--- src/rtl/nms_sequencer.sv ---
// Raster-scan 3x3 window sequencer feeding a non-maximum-suppression stage.
// Two line buffers plus a 3x3 shift register build each interior window from the pixel stream.
module nms_sequencer #(
    parameter int IMG_W = 16,
    parameter int IMG_H = 16
) (
    input  logic            clk,
    input  logic            rst,
    input  logic            start,
    input  logic            in_valid,
    input  logic [7:0]      in_mag,
    input  logic [1:0]      in_angle,
    output logic            in_ready,
    output logic            out_valid,
    input  logic            out_ready,
    output logic [8:0][7:0] win_mag,
    output logic [1:0]      win_angle,
    output logic [9:0]      out_row,
    output logic [9:0]      out_col,
    output logic            frame_done
);

    localparam int         CW       = $clog2(IMG_W);
    localparam logic [9:0] COL_LAST = 10'(IMG_W - 1);
    localparam logic [9:0] ROW_LAST = 10'(IMG_H - 1);

    typedef enum logic [1:0] {
        IDLE,
        ACTIVE,
        DRAIN,
        DONE
    } state_t;

    state_t          state_q, state_d;
    logic [9:0]      row_q, row_d;
    logic [9:0]      col_q, col_d;
    logic            out_valid_q, out_valid_d;
    logic [8:0][7:0] win_mag_q, win_mag_d;
    logic [1:0]      win_angle_q, win_angle_d;
    logic [9:0]      out_row_q, out_row_d;
    logic [9:0]      out_col_q, out_col_d;

    // Each entry packs {mag, angle}; lb1 holds row r-1, lb2 holds row r-2.
    logic [9:0]      lb1_q [IMG_W];
    logic [9:0]      lb1_d [IMG_W];
    logic [9:0]      lb2_q [IMG_W];
    logic [9:0]      lb2_d [IMG_W];
    logic [9:0]      sr_q  [9];
    logic [9:0]      sr_d  [9];

    logic            accept;
    logic            completes;
    logic [CW-1:0]   col_idx;
    logic [9:0]      pix;

    assign col_idx = col_q[CW-1:0];
    assign pix     = {in_mag, in_angle};

    always_comb begin
        state_d     = state_q;
        row_d       = row_q;
        col_d       = col_q;
        out_valid_d = out_valid_q;
        win_mag_d   = win_mag_q;
        win_angle_d = win_angle_q;
        out_row_d   = out_row_q;
        out_col_d   = out_col_q;
        lb1_d       = lb1_q;
        lb2_d       = lb2_q;
        sr_d        = sr_q;

        in_ready  = (state_q == ACTIVE) && (!out_valid_q || out_ready);
        accept    = in_valid && in_ready;
        completes = accept && (row_q >= 10'd2) && (col_q >= 10'd2);

        case (state_q)
            IDLE: begin
                if (start) begin
                    state_d = ACTIVE;
                    row_d   = '0;
                    col_d   = '0;
                end
            end
            ACTIVE: begin
                if (accept) begin
                    if (col_q == COL_LAST) begin
                        col_d = '0;
                        row_d = row_q + 10'd1;
                    end else begin
                        col_d = col_q + 10'd1;
                    end
                    if ((row_q == ROW_LAST) && (col_q == COL_LAST)) begin
                        state_d = DRAIN;
                    end
                end
            end
            DRAIN: begin
                if (out_valid_q && out_ready) begin
                    state_d = DONE;
                end
            end
            DONE: begin
                state_d = IDLE;
            end
            default: begin
                state_d = IDLE;
            end
        endcase

        // Window shifts one column left; the new right column comes from the buffers and the input.
        if (accept) begin
            sr_d[0] = sr_q[1];
            sr_d[1] = sr_q[2];
            sr_d[2] = lb2_q[col_idx];
            sr_d[3] = sr_q[4];
            sr_d[4] = sr_q[5];
            sr_d[5] = lb1_q[col_idx];
            sr_d[6] = sr_q[7];
            sr_d[7] = sr_q[8];
            sr_d[8] = pix;
            lb2_d[col_idx] = lb1_q[col_idx];
            lb1_d[col_idx] = pix;
        end

        // A completing accept reloads the outputs even if the old window is consumed on the same edge.
        if (completes) begin
            out_valid_d  = 1'b1;
            win_mag_d[0] = sr_d[0][9:2];
            win_mag_d[1] = sr_d[1][9:2];
            win_mag_d[2] = sr_d[2][9:2];
            win_mag_d[3] = sr_d[3][9:2];
            win_mag_d[4] = sr_d[4][9:2];
            win_mag_d[5] = sr_d[5][9:2];
            win_mag_d[6] = sr_d[6][9:2];
            win_mag_d[7] = sr_d[7][9:2];
            win_mag_d[8] = sr_d[8][9:2];
            win_angle_d  = sr_d[4][1:0];
            out_row_d    = row_q - 10'd1;
            out_col_d    = col_q - 10'd1;
        end else if (out_valid_q && out_ready) begin
            out_valid_d = 1'b0;
        end
    end

    always_ff @(posedge clk) begin
        if (rst) begin
            state_q     <= IDLE;
            row_q       <= '0;
            col_q       <= '0;
            out_valid_q <= 1'b0;
            win_mag_q   <= '0;
            win_angle_q <= '0;
            out_row_q   <= '0;
            out_col_q   <= '0;
        end else begin
            state_q     <= state_d;
            row_q       <= row_d;
            col_q       <= col_d;
            out_valid_q <= out_valid_d;
            win_mag_q   <= win_mag_d;
            win_angle_q <= win_angle_d;
            out_row_q   <= out_row_d;
            out_col_q   <= out_col_d;
        end
    end

    // Storage is always overwritten before it can reach an output, so it carries no reset.
    always_ff @(posedge clk) begin
        lb1_q <= lb1_d;
        lb2_q <= lb2_d;
        sr_q  <= sr_d;
    end

    assign out_valid  = out_valid_q;
    assign win_mag    = win_mag_q;
    assign win_angle  = win_angle_q;
    assign out_row    = out_row_q;
    assign out_col    = out_col_q;
    assign frame_done = (state_q == DONE);

endmodule

--- config.mk ---
export PLATFORM = sky130hd
export DESIGN_NAME = nms_sequencer
export DESIGN_NICKNAME = d
export VERILOG_FILES = /design/src/rtl/nms_sequencer.sv
export SDC_FILE = /design/constraint.sdc
export NUM_CORES = 1
export LEC_CHECK = 0
export ABC_AREA = 0
export BUFFER_PORTS_ARGS = -buffer_cell sky130_fd_sc_hd__buf_2
export CAP_MARGIN = 20
export CELL_PAD_IN_SITES_DETAIL_PLACEMENT = 1
export CELL_PAD_IN_SITES_GLOBAL_PLACEMENT = 1
export CORE_ASPECT_RATIO = 2
export CORE_MARGIN = 8
export CORE_UTILIZATION = 45
export CTS_CLUSTER_SIZE = 30
export DETAILED_ROUTE_END_ITERATION = 8
export GPL_TIMING_DRIVEN = 0
export HOLD_SLACK_MARGIN = 0.1
export MAX_ROUTING_LAYER = met4
export PLACE_DENSITY_LB_ADDON = 0.1
export SKIP_CTS_REPAIR_TIMING = 1
export SYNTH_ARGS = -nofsm -noshare
export SYNTH_HDL_FRONTEND = slang
export SYNTH_SLANG_ARGS = --single-unit
--- constraint.sdc ---
create_clock -name clk -period 10.4 [get_ports clk]
set_input_delay 0.52 -clock clk [delete_from_list [all_inputs] [get_ports clk]]
set_output_delay 0.52 -clock clk [all_outputs]
set_load 0.03 [all_outputs]
Word level (Yosys, flattened, before mapping)

Index checks and enable logic that the tools add are counted.

Add/sub/neg operators: 4
Magnitude comparators: 4
Equality and inequality tests: 10
Multiplexer cells: 25
Bitwise gates (word level): 1
Reduce and logical (&&, ||, !) cells: 15

Operators with widths:

| cell                                                                          | number |
|---|---|
| 160-bit bitwise mux                                                           | 2 |
| 10-bit two-way mux                                                            | 10 |
| 90-bit two-way mux                                                            | 1 |
| 10-bit binary-select mux with 4-bit select                                    | 2 |
| 10-bit demux with 4-bit select                                                | 1 |
| 10-bit one-hot mux with 2 select lines                                        | 2 |
| 10-bit by 1-bit adder with 10-bit output (second input constant)              | 2 |
| 10-bit by 4-bit equality test with 1-bit output (second input constant)       | 2 |
| 10-bit by 2-bit >= comparator with 1-bit output (second input constant)       | 2 |
| 10-bit by 1-bit subtractor with 10-bit output (second input constant)         | 2 |
| 2-bit two-way mux                                                             | 4 |
| 2-bit one-hot mux with 4 select lines                                         | 1 |
| 4-bit AND reduction                                                           | 2 |
| 1-bit logical AND                                                             | 7 |
| 2-bit inequality test (second input constant)                                 | 3 |
| 5-bit >= comparator (second input constant)                                   | 1 |
| 5-bit by 1-bit less-than comparator with 1-bit output (second input constant) | 1 |
| 4-bit inverter with 5-bit output                                              | 1 |
| 2-bit equality test (second input constant)                                   | 2 |
| 2-bit by 1-bit inequality test with 1-bit output (second input constant)      | 2 |
| 2-bit nonzero test                                                            | 2 |
| 3-bit AND reduction                                                           | 1 |
| 2-bit by 1-bit equality test with 1-bit output (second input constant)        | 1 |
| 2-bit logical NOT                                                             | 1 |
| 3 further kinds                                                               | 4 |

Flip-flop bits (word level): 527
Bits of input ports: 15
Output and inout port bits: 97

Logic depth before layout (Yosys ltp)

Depth in word-level cells: 7
Gate-level depth with buffers: 11
Mapped depth without buffers: 7

Least setup slack after synthesis

OpenSTA, ideal clock, no wires.

Path type: register to register
From: reg state_q[1]
To: reg lb1_q[140] (netlist name) (enable)
Setup time: 416 ps
Data arrival time: 2944 ps
Required time: 9984 ps
Path slack: 7040 ps
Cell stages (with the launch flop): 10
Buffers on the path: 3
Path through: dfxtp_1 > inv_1 > ha_1 > nand3_1 > inv_2 > buf_2 > buf_2 > buf_2 > nand2_1 > nor3_1

Word-level cells in the longest chain between the ends: 3

RTL lines:

| element                                        | RTL line | source |
|---|---|---|
| start: declaration                             | 34       | `state_t state_q, state_d;` |
| start signal: assignment                       | 156      | `state_q <= state_d;` |
| 2-bit by 1-bit equality test with 1-bit output | 72       | `in_ready = (state_q == ACTIVE) && (!out_valid_q \|\| out_ready);` |
| 1-bit logical AND                              | 72       |  |
| 1-bit logical AND                              | 73       | `accept = in_valid && in_ready;` |
| end signal: assignment                         | 169      | `lb1_q <= lb1_d;` |
| end: declaration                               | 44       | `logic [9:0] lb1_q [IMG_W];` |

No other way between the ends.
A chain may end at the register's enable or synchronous reset.

Worst setup path after layout

From: reg state_q[1]
To: reg lb1_q[38] (netlist name) (enable)

The elaborated chain is that of the path after synthesis.

==> reports/qor.csv <==
stage,metric,value,unit
logic_synthesis,flip-flop and latch count after synthesis,481,
sta,unrepaired setup endpoints after global routing,false,
clocking,clock tree from TritonCTS,done,
layout,area grow syn2layout,16.0,%
floorplanning,initial standard-cell utilization of the core,0.454,
place,placed cells,1900,
logic_synthesis,most used flip-flop cell after synthesis,edfxtp_1,
global_route,number of global-route vias before repair,11600,
floorplanning,number of core rows,104,
worst_hold_path,launch point of the worst hold path,in_angle[1],
pwr,leakage power of the design,7.38,nW
sta,setup TNS,0,ns
sta,setup-violating endpoint count in the final report,0,
global_route,pin count of the biggest net entering global routing,19,
routing,antenna-violating nets left,0,
setup_path,maximum fanout along the worst path,10,
logic_synthesis,Mean Syn Cell Area,14.6,um^2
place,HPWL after detailed placement,35000,um
clocking,number of CTS-inserted buffers,43,
routing,Vias per Instance,5.43,
setup_path,startpoint type of the worst setup path,register,
layout,flip-flop and latch area,12500,um^2
floorplanning,die area,47500,um^2
setup_path,start point of the critical path,state_q[1]$_SDFFE_PP0P_,
layout,post-route insts no fill,1976,
logic_synthesis,XOR/XNOR share of the synthesized area,0.0125,
logic_synthesis,"top cells by area, synth","edfxtp_1 (48%), dfxtp_1 (21%), mux4_2 (8.7%)",
logic_synthesis,area fraction in compound gates after synthesis,0.0566,
logic_synthesis,net count after synthesis,1271,
logic_synthesis,leading area contributor after synthesis,edfxtp_1,
setup_path,"Data arrival, critical path",4.00,ns
logic_synthesis,Yosys cell types,53,
logic_synthesis,Synth Area in Adders,0.00894,
sta,timing-limited maximum frequency,0.268,GHz
clocking,maximum level of the CTS H-tree,2,
layout,fraction of layout cells with a size suffix above 1,0.277,
logic_synthesis,fraction of synthesized area in multiplexers,0.127,
logic_synthesis,Synthesis Warnings,0,
place,placer's final routability congestion estimate,0.799,
clocking,maximum count of clock buffers along a single path,3,
routing,number of design rule violations left after detail routing,0,
layout,fillcell total,4002,
layout,nets,1443,
place,port buffer count,111,
pwr,worst IR drop on VDD,0.159,mV
routing,detailed router's first-iteration violation count,420,
sta,clock period minus final worst setup slack,3.73,ns
setup_path,data required time of the critical path,10.67,ns
clocking,clk_lat worst skew,0.56,ns
sta,headroom to the max-slew limit,0.389,
pwr,PwrDens,223,nW/um^2
global_route,global router's overall resource usage,0.214,
run,max_cap viols,0,
layout,Inserted Diodes,0,
worst_hold_path,Tightest Hold Check Type,input pin to register,
layout,multi-input combinational cell area,5300,um^2
logic_synthesis,number of enable-type register cells in the synthesized netlist,290,
setup_path,Worst setup EP type,register,
logic_synthesis,cell area after synthesis,18200,um^2
global_route,wire length of the first global-routing pass,72200,um
sta,worst-case clock skew,0.0208,ns
floorplanning,Die Height,300,um
logic_synthesis,async set or reset register ratio after synthesis,0,
sta,Pins Over Slew Limit,0,
logic_synthesis,Synth top area share,0.479,
logic_synthesis,cell with the most instances after synthesis,edfxtp_1,
sta,final clock period utilization by the worst path,0.359,
floorplanning,number of top-level design ports,112,
logic_synthesis,list of most frequent post-synthesis cells,"edfxtp_1 (290), nand2_1 (203), dfxtp_1 (191)",
clocking,CTS Sinks,481,
routing,via count of the routed design,10700,
global_route,number of antenna violations at the first check in global routing,0,
routing,routed wire length,48400,um
logic_synthesis,simple logic cell fraction of the synthesized area,0.0823,
clocking,"Clk pin slew, worst setup/hold paths",0.06,ns
routing,routed length per placed instance,24.5,um
outcome,status,finished clean,
logic_synthesis,post-synthesis instance total,1243,
setup_path,critical register-to-register path startpoint,state_q[1]$_SDFFE_PP0P_,
clocking,Clock Tree Root,clkbuf_16,
logic_synthesis,post-synthesis sequential area ratio,0.689,
setup_path,category of the critical setup timing path,register to register,
global_route,aggregate global routing overflow,0,
logic_synthesis,combinational family with the most area after synthesis,multiplexers,
sta,Slew @ Worst Pin,0.916,ns
sta,total count of hold-check failures in the final report,0,
floorplanning,Die Span X,158,um
routing,DRT Pass-1 Iters,4,
floorplanning,area of the core region,40100,um^2
report_power, final:
part | internal [W] | switching (W) | total [W]
Combinational | 0.000346 | 0.000487 | 0.000832
Sequential | 0.00224 | 0.0000693 | 0.00231
Clock | 0.000867 | 0.000695 | 0.00156
Total | 0.00346 | 0.00125 | 0.00471
flip-flops by register name (all words and copies together) (netlist names):
register   count
win_mag       72
sr_q          76
lb1_q        160
row_q         10
out_col       10
lb2_q        128
win_angle      2
out_row       10
out_valid      1
col_q         10
state_q        2
per-stage QoR:
stage	util	hold slack, ns	setup WS [ns]	power [W]	cell area [um^2]
floorplan	-	0.417	7.04	0.00292	18200
global placement	0.484	0.435	4.60	0.00316	19400
detailed placement	0.492	0.437	6.56	0.00320	19700
CTS	0.526	0.329	6.55	0.00476	21100
global route	0.526	0.347	6.49	0.00490	21100
finish	0.526	0.348	6.67	0.00471	21100
final timing paths:
path                                             to  slack (ns)  cells past startpoint
worst max-delay path            lb1_q[38]$_DFFE_PP_        6.67                     10
worst min-delay path            lb1_q[51]$_DFFE_PP_        0.35                      1
worst max register to register  lb1_q[38]$_DFFE_PP_        6.67                     10
worst min register to register     sr_q[38]$_DFF_P_        0.45                      2
final cells by class:
type,count,area share
Sequential cell,481,0.594
Multi-Input combinational cell,670,0.251
Clock buffer,61,0.0595
Timing Repair Buffer,127,0.0381
Tap cell,530,0.0314
Buffer,80,0.0181
Clock inverter,15,0.00540
Inverter,12,0.00213
cell families (layout without fill, tap and decap cells):
kind of cell | count (synthesis) | count (layout)
AO/OA/AOI/OAI | 153 | 153
XOR/XNOR | 26 | 26
adder cells (fa/ha/maj) | 13 | 13
buffers and inverters | 92 | 295
flip-flops | 481 | 481
multiplexers | 136 | 136
AND/OR/NAND/NOR | 342 | 342
critical path, cell delays in order, from the launching register on:
cell and delay [ns]:
dfxtp_1 0.33, inv_1 0.12, ha_1 0.34, nand3_1 0.37, inv_2 0.21, buf_2 0.29
buf_2 0.28, buf_2 0.31, nand2_1 0.25, nor2_2 0.70, buf_16 0.23
cell usage in the layout, fill, tap and decap left out, types with 8 or more instances in the layout:
| cell type | Yosys | routed |
|---|---|---|
| a211oi_1 | 10 | 10 |
| a211oi_2 | 10 | 10 |
| a21oi_1 | 80 | 80 |
| a22oi_1 | 24 | 24 |
| buf_2 | 33 | 144 |
| buf_6 | 2 | 10 |
| clkbuf_1 | 32 | 40 |
| clkbuf_16 | 0 | 44 |
| clkbuf_8 | 0 | 9 |
| dfxtp_1 | 191 | 191 |
| edfxtp_1 | 290 | 290 |
| ha_1 | 13 | 13 |
| inv_1 | 11 | 11 |
| mux2_2 | 62 | 62 |
| mux4_2 | 70 | 70 |
| nand2_1 | 203 | 203 |
| nand3_1 | 17 | 17 |
| nand4_1 | 9 | 9 |
| nor2_1 | 57 | 45 |
| nor2_2 | 0 | 8 |
| nor3_1 | 13 | 9 |
| xnor2_1 | 10 | 10 |
| xor2_1 | 16 | 16 |
per-layer routing:
layer / global-route usage / vias to the layer above / share of wire
met5: - / - / 0
met4: 0.0848 / 0 / 0.038
met3: 0.0265 / 89 / 0.038
met2: 0.406 / 236 / 0.57
met1: 0.213 / 5461 / 0.35
li1: - / 4950 / -
Power figures use the tool's default switching activity.
